<file path="src/rtl/fifo_if.sv">
// FIFO handshake bundle: write request/data, read request/data, status flags.
// master = producer/consumer side, slave = FIFO side.
interface fifo_if #(
  parameter int DATA_WIDTH = 16
) ();
  logic                  wr_en;
  logic [DATA_WIDTH-1:0] data_in;
  logic                  rd_en;
  logic [DATA_WIDTH-1:0] data_out;
  logic                  empty;
  logic                  full;

  modport master (
    output wr_en, data_in, rd_en,
    input  data_out, empty, full
  );

  modport slave (
    input  wr_en, data_in, rd_en,
    output data_out, empty, full
  );
endinterface

</file>
<file path="src/rtl/fifo.sv">
// Single-clock circular FIFO, registered read data, empty/full flags.
// Ports: i_clk, i_rst_n (async active-low), bus (fifo_if.slave).
module fifo #(
  parameter int DATA_WIDTH = 16,
  parameter int ADDR_WIDTH = 4
) (
  input  logic   i_clk,
  input  logic   i_rst_n,
  fifo_if.slave  bus
);
  localparam int DEPTH = 1 << ADDR_WIDTH;
  localparam logic [ADDR_WIDTH:0] FULL_CNT = DEPTH[ADDR_WIDTH:0];

  logic [DATA_WIDTH-1:0] r_mem [DEPTH];
  logic [ADDR_WIDTH-1:0] r_wr_ptr;
  logic [ADDR_WIDTH-1:0] r_rd_ptr;
  logic [ADDR_WIDTH:0]   r_count;
  logic [DATA_WIDTH-1:0] r_data_out;

  logic w_empty;
  logic w_full;
  logic w_wr_acc;
  logic w_rd_acc;

  assign w_empty  = (r_count == '0);
  assign w_full   = (r_count == FULL_CNT);
  // Acceptance uses pre-edge flags: no fall-through when empty,
  // read still frees a slot when full.
  assign w_wr_acc = bus.wr_en && !w_full;
  assign w_rd_acc = bus.rd_en && !w_empty;

  assign bus.empty    = w_empty;
  assign bus.full     = w_full;
  assign bus.data_out = r_data_out;

  always_ff @(posedge i_clk) begin
    if (w_wr_acc)
      r_mem[r_wr_ptr] <= bus.data_in;
  end

  always_ff @(posedge i_clk or negedge i_rst_n) begin
    if (!i_rst_n) begin
      r_wr_ptr   <= '0;
      r_rd_ptr   <= '0;
      r_count    <= '0;
      r_data_out <= '0;
    end else begin
      if (w_wr_acc)
        r_wr_ptr <= r_wr_ptr + 1'b1;
      if (w_rd_acc) begin
        r_data_out <= r_mem[r_rd_ptr];
        r_rd_ptr   <= r_rd_ptr + 1'b1;
      end
      unique case ({w_wr_acc, w_rd_acc})
        2'b10:   r_count <= r_count + 1'b1;
        2'b01:   r_count <= r_count - 1'b1;
        default: r_count <= r_count;
      endcase
    end
  end
endmodule

</file>
<file path="src/flat_wrapper.sv">
// flat-port wrapper written by rule: the top's interface ports become plain ports
module fifo_flat 
#(
  parameter int DATA_WIDTH = 16,
  parameter int ADDR_WIDTH = 4
)
  (i_clk, i_rst_n, bus_wr_en, bus_data_in, bus_rd_en, bus_data_out, bus_empty, bus_full);
  fifo_if #(.DATA_WIDTH(DATA_WIDTH)) bus_i ();
  input  logic i_clk;
  input  logic i_rst_n;
  input wire logic [$bits(bus_i.wr_en)-1:0] bus_wr_en;
  input wire logic [$bits(bus_i.data_in)-1:0] bus_data_in;
  input wire logic [$bits(bus_i.rd_en)-1:0] bus_rd_en;
  output wire logic [$bits(bus_i.data_out)-1:0] bus_data_out;
  output wire logic [$bits(bus_i.empty)-1:0] bus_empty;
  output wire logic [$bits(bus_i.full)-1:0] bus_full;
  assign bus_i.wr_en = bus_wr_en;
  assign bus_i.data_in = bus_data_in;
  assign bus_i.rd_en = bus_rd_en;
  assign bus_data_out = bus_i.data_out;
  assign bus_empty = bus_i.empty;
  assign bus_full = bus_i.full;
  fifo #(.DATA_WIDTH(DATA_WIDTH), .ADDR_WIDTH(ADDR_WIDTH)) u_core (.i_clk(i_clk), .i_rst_n(i_rst_n), .bus(bus_i));
endmodule
</file>
<file path="config.mk">
export PLATFORM = sky130hd
export DESIGN_NAME = fifo_flat
export DESIGN_NICKNAME = d
export VERILOG_FILES = /design/src/rtl/fifo_if.sv /design/src/rtl/fifo.sv /design/src/flat_wrapper.sv
export SDC_FILE = /design/constraint.sdc
export NUM_CORES = 1
export LEC_CHECK = 0
export CAP_MARGIN = 20
export CORE_UTILIZATION = 40
export CTS_CLUSTER_SIZE = 12
export DETAILED_ROUTE_END_ITERATION = 8
export PLACE_DENSITY_LB_ADDON = 0.3
export RECOVER_POWER = 100
export SLEW_MARGIN = 20
export SYNTH_ARGS = -nofsm -noshare
export SYNTH_HDL_FRONTEND = slang
export SYNTH_SLANG_ARGS = --single-unit
</file>
<file path="constraint.sdc">
create_clock -name i_clk -period 2.7 [get_ports i_clk]
set_clock_uncertainty 0.1 [all_clocks]
set_input_delay 0.405 -clock i_clk [delete_from_list [all_inputs] [get_ports i_clk]]
set_output_delay 0.405 -clock i_clk [all_outputs]
set_load 0.01 [all_outputs]
</file>
==> results.sh, run 1 <==
export IMPL_place_worst_setup_slack_ps=30.54
export IMPL_hold_viol=0
export IMPL_p_sw_mw=3.751
export IMPL_synthToLayoutAreaGrowth_pct=16.22
export IMPL_synth_cell_types=29
export IMPL_synth_nets=546
export IMPL_setup_worst_path_start="u_core.r_count[3]$_DFFE_PN0P_"
export IMPL_chipHeight_um=167.8
export IMPL_overflow=0
export IMPL_totalWireLength_um=22480
export IMPL_switching_share_pct=28.43
export IMPL_dp_cells=904
export IMPL_grt_usage_pct=16.66
export IMPL_finalSetupViolCount=0
export IMPL_clock_power_share_pct=27.7
export IMPL_p_comb_share_pct=28.2
export IMPL_drive_gt1_share_pct=25.04
export IMPL_critical_path_class="flop to flop"
export IMPL_period_needed_ps=2611
export IMPL_p_int_mw=9.443
export IMPL_place_congestion=0.7613
export IMPL_htree_levels=1
export IMPL_clockBufferDepth=3
export IMPL_drtAntennaViolNets=0
export IMPL_layout_setup_ws_ps=89.12
export IMPL_worst_setup_path_start_kind="flop"
export IMPL_min_period_over_period_pct=96.70
export IMPL_yosysSeqAreaShare_pct=76.55
export IMPL_core_area_sq_um=26950
export IMPL_final_cells=958
export IMPL_grt_pass1_wl_um=34580
export IMPL_vias_per_cell=5.452
export IMPL_start_util_pct=40.78
export IMPL_synth_edf_count=256
export IMPL_seq_power_share_pct=44.1
export IMPL_synthArstFlopShare_pct=10.18
export IMPL_pwr_density_cell_nw_per_um2=1033
export IMPL_grt_max_degree=66
export IMPL_end_kind="flop"
export IMPL_min_path_type="primary input to async pin"
export IMPL_antenna_found_initial=2
export IMPL_wl_per_cell_um=23.46
export IMPL_drv_cap=0
export IMPL_nFillCells=2170
export IMPL_ir_worst_vdd_v=0.0004242
export IMPL_die_w_um=167.8
export IMPL_cts_sinks=285
export IMPL_ys_warn_count=0
export IMPL_synth_ff_type="edfxtp_1"
export IMPL_drt_iter0_markers=458
export IMPL_rsz0062_at_grt="false"
export IMPL_drc=0
export IMPL_syn_area_per_cell_sq_um=21.30
export IMPL_worstSkewPairLatency_ps=530
export IMPL_r2r_slack_ps=90
export IMPL_cp_arrival_ps=2950
export IMPL_fmax_mhz=383.0
export IMPL_clk_pin_slew_worst_paths_ps=60
export IMPL_required_ps=3040
export IMPL_synth_seq_cells=285
export IMPL_synth_top_area_cell="edfxtp_1"
export IMPL_place_hpwl_um=13860
export IMPL_yosys_area_top_type_share_pct=69.95
export IMPL_tightest_slew_ps=873.0
export IMPL_syn_inst=516
export IMPL_syn_area_sq_um=10990
export IMPL_r2r_start="u_core.r_count[3]$_DFFE_PN0P_"
export IMPL_drv_slew=0
export IMPL_num_rows=60
export IMPL_final_nets=623
export IMPL_dr_pass1_iters=4
export IMPL_root_buffer="clkbuf_16"
export IMPL_outcome="complete, no violations"
export IMPL_vias=5223
export IMPL_cts_buffers=28
export IMPL_die_area_sq_um=28140
export IMPL_boundaryPins=38
export IMPL_critPathMaxFanout=6
export IMPL_synthTopCellsByArea="edfxtp_1 (70%), mux4_2 (13%), dfrtp_1 (6.6%)"
export IMPL_cts_tree="done"
export IMPL_relSlewSlack_pct=41.80
export IMPL_grt_pass1_vias=5515
export IMPL_leakagePower_nw=4.109
export IMPL_io_buffer_count=37
export IMPL_hold_buffers=0
## state kept, by name (all words and copies together), names as in the netlist
name and flops:
u_core.r_rd_ptr 4, u_core.bus.data_out 16, u_core.r_count 5, u_core.r_wr_ptr 4, u_core.r_mem 256
## synth_stat cells (3+ instances only)
cell	count
mux4_2	64
dfrtp_1	29
nor2_1	13
a21oi_1	18
buf_4	5
mux2_2	18
xnor2_1	8
clkbuf_1	9
o22ai_1	32
ha_1	9
buf_2	8
o21ai_0	3
inv_1	4
nand2_1	9
buf_1	6
edfxtp_1	256
nand2b_1	3
nor3_1	6
## path summary, 6_finish.rpt
kind / to / depth (start not counted)
max in group asynchronous: u_core.r_rd_ptr[2]$_DFFE_PN0P_ / 2
hold reg to reg: u_core.r_count[2]$_DFFE_PN0P_ / 2
hold / removal: u_core.bus.data_out[2]$_DFFE_PN0P_ / 2
setup / recovery: u_core.r_count[4]$_DFFE_PN0P_ / 8
setup reg to reg: u_core.r_count[4]$_DFFE_PN0P_ / 8
min in group i_clk: u_core.r_count[2]$_DFFE_PN0P_ / 2
## stage by stage
stage	hold WS (ps)	utilization, %	total power, mW	TNS (ps)	instance area, sq um
finish	281.3	47.40	13.19	0	12770
global route	325.6	47.38	13.82	0	12770
CTS	219.3	47.80	13.46	0	12880
detailed placement	436.7	44.57	9.813	0	12010
global placement	397.6	44.57	9.689	0	12010
floorplan	9.409	-	8.442	-184.7	11010
## power groups by stage
stage	combinational [mW]	sequential (mW)	clock [mW]
after detailed placement	3.88	5.94	0
after floorplan	2.69	5.75	0
after global routing	4.05	5.89	3.88
after global placement	3.80	5.89	0
after CTS	3.89	5.85	3.73
final	3.72	5.82	3.65
## cells in the final DEF, fill, tap and decap left out, types with 4 or more instances in the layout
cell type        instances
mux4_2                  64
a21oi_1                 17
nor3_1                   6
inv_1                    4
clkdlybuf4s50_1          4
clkbuf_8                 6
edfxtp_1               256
clkbuf_16               29
o22ai_1                 32
dlygate4sd3_1           33
xnor2_1                  8
clkbuf_1                31
buf_4                    6
nand2_1                  9
clkbuf_2                16
ha_1                     8
mux2_2                  18
dfrtp_1                 26
nor2_1                  10
## worst max-delay path: stages (launching register included)
cell	delay [ps]
dfrtp_1	410
or3_4	440
o31a_1	270
ha_2	240
fa_2	370
a21o_1	200
a21oi_2	140
mux2i_1	220
xnor2_1	140
## cells by family (layout without fill, tap and decap cells)
family | count (synthesis) | after routing | synth area share (%)
muxes | 83 | 83 | 15.05
and+or+nand+nor | 36 | 36 | 1.526
other | 0 | 2 | 0
xor gates and xnor gates | 10 | 10 | 0.7970
AOI/OAI and AO/OA | 58 | 58 | 3.313
buffers and inverters | 34 | 133 | 1.560
adders and majority gates | 10 | 10 | 1.207
DFF | 285 | 285 | 76.55
## final cells by class
cell class	instances	area (sq um)	area share, %
sequential	285	8419	65.91
multi-input combinational	197	2422	18.96
clock buffer	52	872.1	6.827
timing repair buffer	77	613.1	4.800
tap	341	426.7	3.340
inverter	4	15.01	0.1175
antenna	2	5.005	0.03918
## layer usage
metal	global-route usage (%)	wire length (um)	vias up
li1	-	-	2296
met4	3.710	266	0
met2	28.86	11670	98
met5	0	0	-
met3	2.411	776	23
met1	22.37	9762	2806
## repair_timing
action,4_1_cts,5_1_grt
setup endpoints to repair,0,1
gates resized for setup,0,3
setup buffers,0,0
No activity file was read; power rests on OpenSTA's default activity.
==> run 2, diff against run 1 <==
Settings changed: SKIP_CTS_REPAIR_TIMING set to 1, TNS_END_PERCENT set to 10.
==> results.sh, run 2 (synthesis results as in run 1) <==
export IMPL_leakagePower_nw=4.201
export IMPL_critPathMaxFanout=5
export IMPL_dr_pass1_iters=4
export IMPL_dr_max_layer_used="met4"
export IMPL_grt_pass1_vias=5536
export IMPL_core_area_sq_um=26950
export IMPL_r2r_start="u_core.r_count[2]$_DFFE_PN0P_"
export IMPL_min_period_over_period_pct=97.01
export IMPL_totalWireLength_um=22910
export IMPL_slowest_stage="or3_4"
export IMPL_boundaryPins=38
export IMPL_fmax_mhz=381.8
export IMPL_worstSkewPairLatency_ps=530
export IMPL_rsz0062_at_grt="true"
export IMPL_r2r_slack_ps=80
export IMPL_clk_pin_slew_worst_paths_ps=60
export IMPL_start_util_pct=40.78
export IMPL_wl_met2_um=11550
export IMPL_ir_worst_vdd_v=0.0005699
export IMPL_hold_viol=0
export IMPL_grt_max_degree=66
export IMPL_outcome="complete, no violations"
export IMPL_finalSetupViolCount=0
export IMPL_end_kind="flop"
export IMPL_crit_chain="or3_4, o31a_1, ha_4, fa_2, a21o_1, a21oi_2, mux2i_1, xnor2_1"
export IMPL_synthToLayoutAreaGrowth_pct=17.71
export IMPL_num_rows=60
export IMPL_final_cell_mix="edfxtp_1 (256), mux4_2 (64), buf_4 (41)"
export IMPL_cts_sinks=285
export IMPL_vias_per_cell=5.485
export IMPL_required_ps=3000
export IMPL_period_needed_ps=2619
export IMPL_final_common_cell="edfxtp_1"
export IMPL_regMostFlops="u_core.r_mem"
export IMPL_critical_path_class="flop to flop"
export IMPL_antennaDiodeCount=0
export IMPL_drc=0
export IMPL_die_area_sq_um=28140
export IMPL_clockBufferDepth=3
export IMPL_final_nets=627
export IMPL_root_buffer="clkbuf_16"
export IMPL_setup_worst_path_start="u_core.r_count[2]$_DFFE_PN0P_"
export IMPL_grt_pass1_wl_um=34730
export IMPL_vias=5260
export IMPL_antenna_found_initial=0
export IMPL_die_w_um=167.8
export IMPL_largest_register_ffs=256
export IMPL_m1WireLength_um=9514
export IMPL_dr_wl_met3_um=1394
export IMPL_pwr_density_cell_nw_per_um2=1039
export IMPL_drv_cap=0
export IMPL_place_hpwl_um=13360
export IMPL_place_worst_setup_slack_ps=16.88
export IMPL_htree_levels=1
export IMPL_drv_slew=0
export IMPL_chipHeight_um=167.8
export IMPL_nFillCells=2160
export IMPL_drive_gt1_share_pct=28.48
export IMPL_layout_setup_ws_ps=80.64
export IMPL_drtAntennaViolNets=0
export IMPL_cts_buffers=28
export IMPL_grt_usage_pct=16.76
export IMPL_place_congestion=0.8177
export IMPL_wl_per_cell_um=23.89
export IMPL_cts_tree="done"
export IMPL_overflow=0
export IMPL_tightest_slew_ps=666.0
export IMPL_slowest_delay_ps=420
export IMPL_min_path_type="primary input to async pin"
export IMPL_io_buffer_count=37
export IMPL_worst_setup_path_start_kind="flop"
export IMPL_relSlewSlack_pct=55.49
export IMPL_cp_arrival_ps=2920
export IMPL_drt_iter0_markers=410
export IMPL_hold_slack_ps=283.4
## run 2: path summary, 6_finish.rpt
path | end | depth (start not counted)
max | u_core.r_count[4]$_DFFE_PN0P_ | 8
min | u_core.r_rd_ptr[0]$_DFFE_PN0P_ | 2
max reg2reg | u_core.r_count[4]$_DFFE_PN0P_ | 8
min reg2reg | u_core.r_count[3]$_DFFE_PN0P_ | 2
max in group asynchronous | u_core.r_rd_ptr[2]$_DFFE_PN0P_ | 2
min in group i_clk | u_core.r_count[3]$_DFFE_PN0P_ | 2
## run 2: area by class of cell
| class | count | area (sq um) | area share, % |
|---|---|---|---|
| clock buffer | 49 | 800.8 | 6.190 |
| clock inverter | 2 | 60.06 | 0.4642 |
| inverter | 4 | 15.01 | 0.1161 |
| multi-input combinational | 197 | 2477 | 19.15 |
| sequential | 285 | 8419 | 65.08 |
| tap | 341 | 426.7 | 3.298 |
| timing repair buffer | 81 | 738.2 | 5.706 |
## run 2: stage by stage
stage                     utilization (%)  cells  total power [mW]  area (sq um)  setup TNS [ps]
after floorplan                         -    516             8.432         11000           -7592
after global placement              44.46    900             9.692         11980               0
after detailed placement            44.46    900             9.803         11980               0
after global routing                48.00    959             14.07         12940          -45.88
after CTS                           47.65    951             13.49         12840               0
final                               48.00    959             13.44         12940               0
## run 2: power breakdown
group	total, mW	leakage [nW]	switching [mW]	internal (mW)
Combinational	3.96	1.15	1.97	1.99
Sequential	5.80	2.64	0.360	5.44
Clock	3.68	0.409	1.50	2.18
## run 2: layer usage
metal  up-vias  track usage (%)
li1       2300                -
met1      2784            23.11
met2       142            28.06
met3        34            2.411
met4         0            4.348
met5         -                0
## run 2: worst max-delay path, delay by kind of cell, from the launching register on
| kind | cells | cell delay, ps |
|---|---|---|
| DFF | 1 | 400 |
| and+or+nand+nor | 1 | 420 |
| adders and majority gates | 2 | 570 |
| xor gates and xnor gates | 1 | 90 |
| AOI/OAI and AO/OA | 3 | 660 |
| muxes | 1 | 250 |
==> run 3, diff against run 2 <==
Settings changed: CORE_UTILIZATION 40 to 50.
==> results.sh, run 3 (synthesis results as in run 1) <==
export IMPL_outcome="complete, no violations"
export IMPL_final_cell_mix="edfxtp_1 (256), mux4_2 (64), buf_4 (47)"
export IMPL_drive_gt1_share_pct=29.44
export IMPL_crit_chain="or3_4, o31a_1, ha_4, fa_2, a21o_1, a21oi_2, mux2i_2, xnor2_1"
export IMPL_fmax_mhz=377.9
export IMPL_largest_register_ffs=256
export IMPL_boundaryPins=38
export IMPL_drtAntennaViolNets=0
export IMPL_cp_arrival_ps=3010
export IMPL_r2r_cells=8
export IMPL_drc=0
export IMPL_design_area_sq_um=12840
export IMPL_grt_pass1_wl_um=34120
export IMPL_drt_iter0_markers=436
export IMPL_drv_slew=0
export IMPL_vias_per_cell=5.952
export IMPL_antenna_found_initial=1
export IMPL_synthToLayoutAreaGrowth_pct=16.86
export IMPL_relSlewSlack_pct=60.19
export IMPL_required_ps=3070
export IMPL_min_period_over_period_pct=98.02
export IMPL_start_util_pct=51.63
export IMPL_io_buffer_count=37
export IMPL_cts_sinks=285
export IMPL_dr_pass1_iters=5
export IMPL_final_common_cell="edfxtp_1"
export IMPL_final_nets=632
export IMPL_vias=5363
export IMPL_ir_worst_vdd_v=0.0004908
export IMPL_pwr_density_cell_nw_per_um2=1036
export IMPL_final_cells=901
export IMPL_finalSetupViolCount=0
export IMPL_leakagePower_nw=4.207
export IMPL_die_area_sq_um=22580
export IMPL_wl_per_cell_um=24.94
export IMPL_slowest_stage="or3_4"
export IMPL_cts_tree="done"
export IMPL_grt_usage_pct=21.06
export IMPL_worstSkewPairLatency_ps=540
export IMPL_overflow=0
export IMPL_clockBufferDepth=3
export IMPL_critPathMaxFanout=6
export IMPL_rsz0062_at_grt="true"
export IMPL_cts_buffers=29
export IMPL_hold_viol=0
export IMPL_drv_cap=0
export IMPL_regMostFlops="u_core.r_mem"
export IMPL_root_buffer="clkbuf_16"
export IMPL_seq_area_sq_um=8418
export IMPL_grt_max_degree=37
export IMPL_grt_pass1_vias=5620
export IMPL_multi_input_area_sq_um=2479
export IMPL_totalWireLength_um=22470
export IMPL_nFillCells=1510
export IMPL_worst_setup_path_start_kind="flop"
export IMPL_place_hpwl_um=13460
export IMPL_place_congestion=0.7875
export IMPL_die_w_um=150.3
export IMPL_dpl_instance_area_sq_um=11920
export IMPL_min_path_type="primary input to async pin"
export IMPL_core_area_sq_um=21290
export IMPL_critical_path_class="flop to flop"
export IMPL_htree_levels=1
export IMPL_end_kind="flop"
export IMPL_slowest_delay_ps=420
export IMPL_fin_tns_setup_ps=0
export IMPL_tightest_slew_ps=597.2
export IMPL_clk_pin_slew_worst_paths_ps=60
export IMPL_chipHeight_um=150.3
export IMPL_dp_cells=840
export IMPL_num_rows=53
export IMPL_period_needed_ps=2646
## run 3: changes by cell type in the layout (fill, tap and decap cells not counted), moves of 2 or more
cell | previous run | this run
inv_6 | 0 | 2
buf_4 | 41 | 47
bufinv_16 | 2 | 0
buf_12 | 3 | 1
nor2_2 | 5 | 7
clkinv_2 | 0 | 2
## run 3: metal layers
layer  share of wire [%]  track usage (%)  vias up  wire, um
met5                   0                0        -         0
li1                    -                -     2305         -
met3                 6.2            3.424       35      1389
met1                  41            29.21     2837      9191
met2                  51            35.09      186     11470
met4                 1.9            5.202        0       424
## run 3: layout make-up
cell class | instances | area share [%]
Antenna cell | 1 | 0.01948
Clock buffer | 49 | 6.313
Clock inverter | 5 | 0.2435
Inverter | 4 | 0.1169
Multi-Input combinational cell | 197 | 19.30
Sequential cell | 285 | 65.54
Tap cell | 275 | 2.679
Timing Repair Buffer | 85 | 5.787
## run 3: power breakdown
part / switching (mW) / internal, mW / total, mW
combinational: 1.93 / 1.98 / 3.91
sequential: 0.365 / 5.44 / 5.80
clock: 1.55 / 2.04 / 3.59
total: 3.85 / 9.46 / 13.3
## run 3: stage by stage
stage	power (mW)	hold slack, ps	setup slack, ps	util, %
after global routing	13.86	304.0	-33.55	60.34
after global placement	9.595	396.6	108.3	56.00
after floorplan	8.432	9.409	-184.7	-
after detailed placement	9.727	437.6	-52.35	56.00
final	13.30	258.6	53.51	60.34
after CTS	13.33	201.9	-65.52	59.96
## run 3: path summary, 6_finish.rpt
| path | from | to | slack [ps] |
|---|---|---|---|
| max | u_core.r_count[2]$_DFFE_PN0P_ | u_core.r_count[4]$_DFFE_PN0P_ | 50 |
| min | i_rst_n | u_core.r_count[4]$_DFFE_PN0P_ | 260 |
| max reg2reg | u_core.r_count[2]$_DFFE_PN0P_ | u_core.r_count[4]$_DFFE_PN0P_ | 50 |
| min reg2reg | u_core.bus.data_out[7]$_DFFE_PN0P_ | u_core.bus.data_out[7]$_DFFE_PN0P_ | 480 |
| max in group asynchronous | i_rst_n | u_core.r_rd_ptr[3]$_DFFE_PN0P_ | 1870 |
| min in group i_clk | u_core.bus.data_out[7]$_DFFE_PN0P_ | u_core.bus.data_out[7]$_DFFE_PN0P_ | 480 |
## run 3: critical path, delay by kind of cell (launching register included)
family	cells	cell delay, ps
AO/OA/AOI/OAI	3	680
XOR/XNOR	1	140
AND/OR/NAND/NOR	1	420
adder cells (fa/ha/maj)	2	570
multiplexers	1	260
flip-flops	1	400
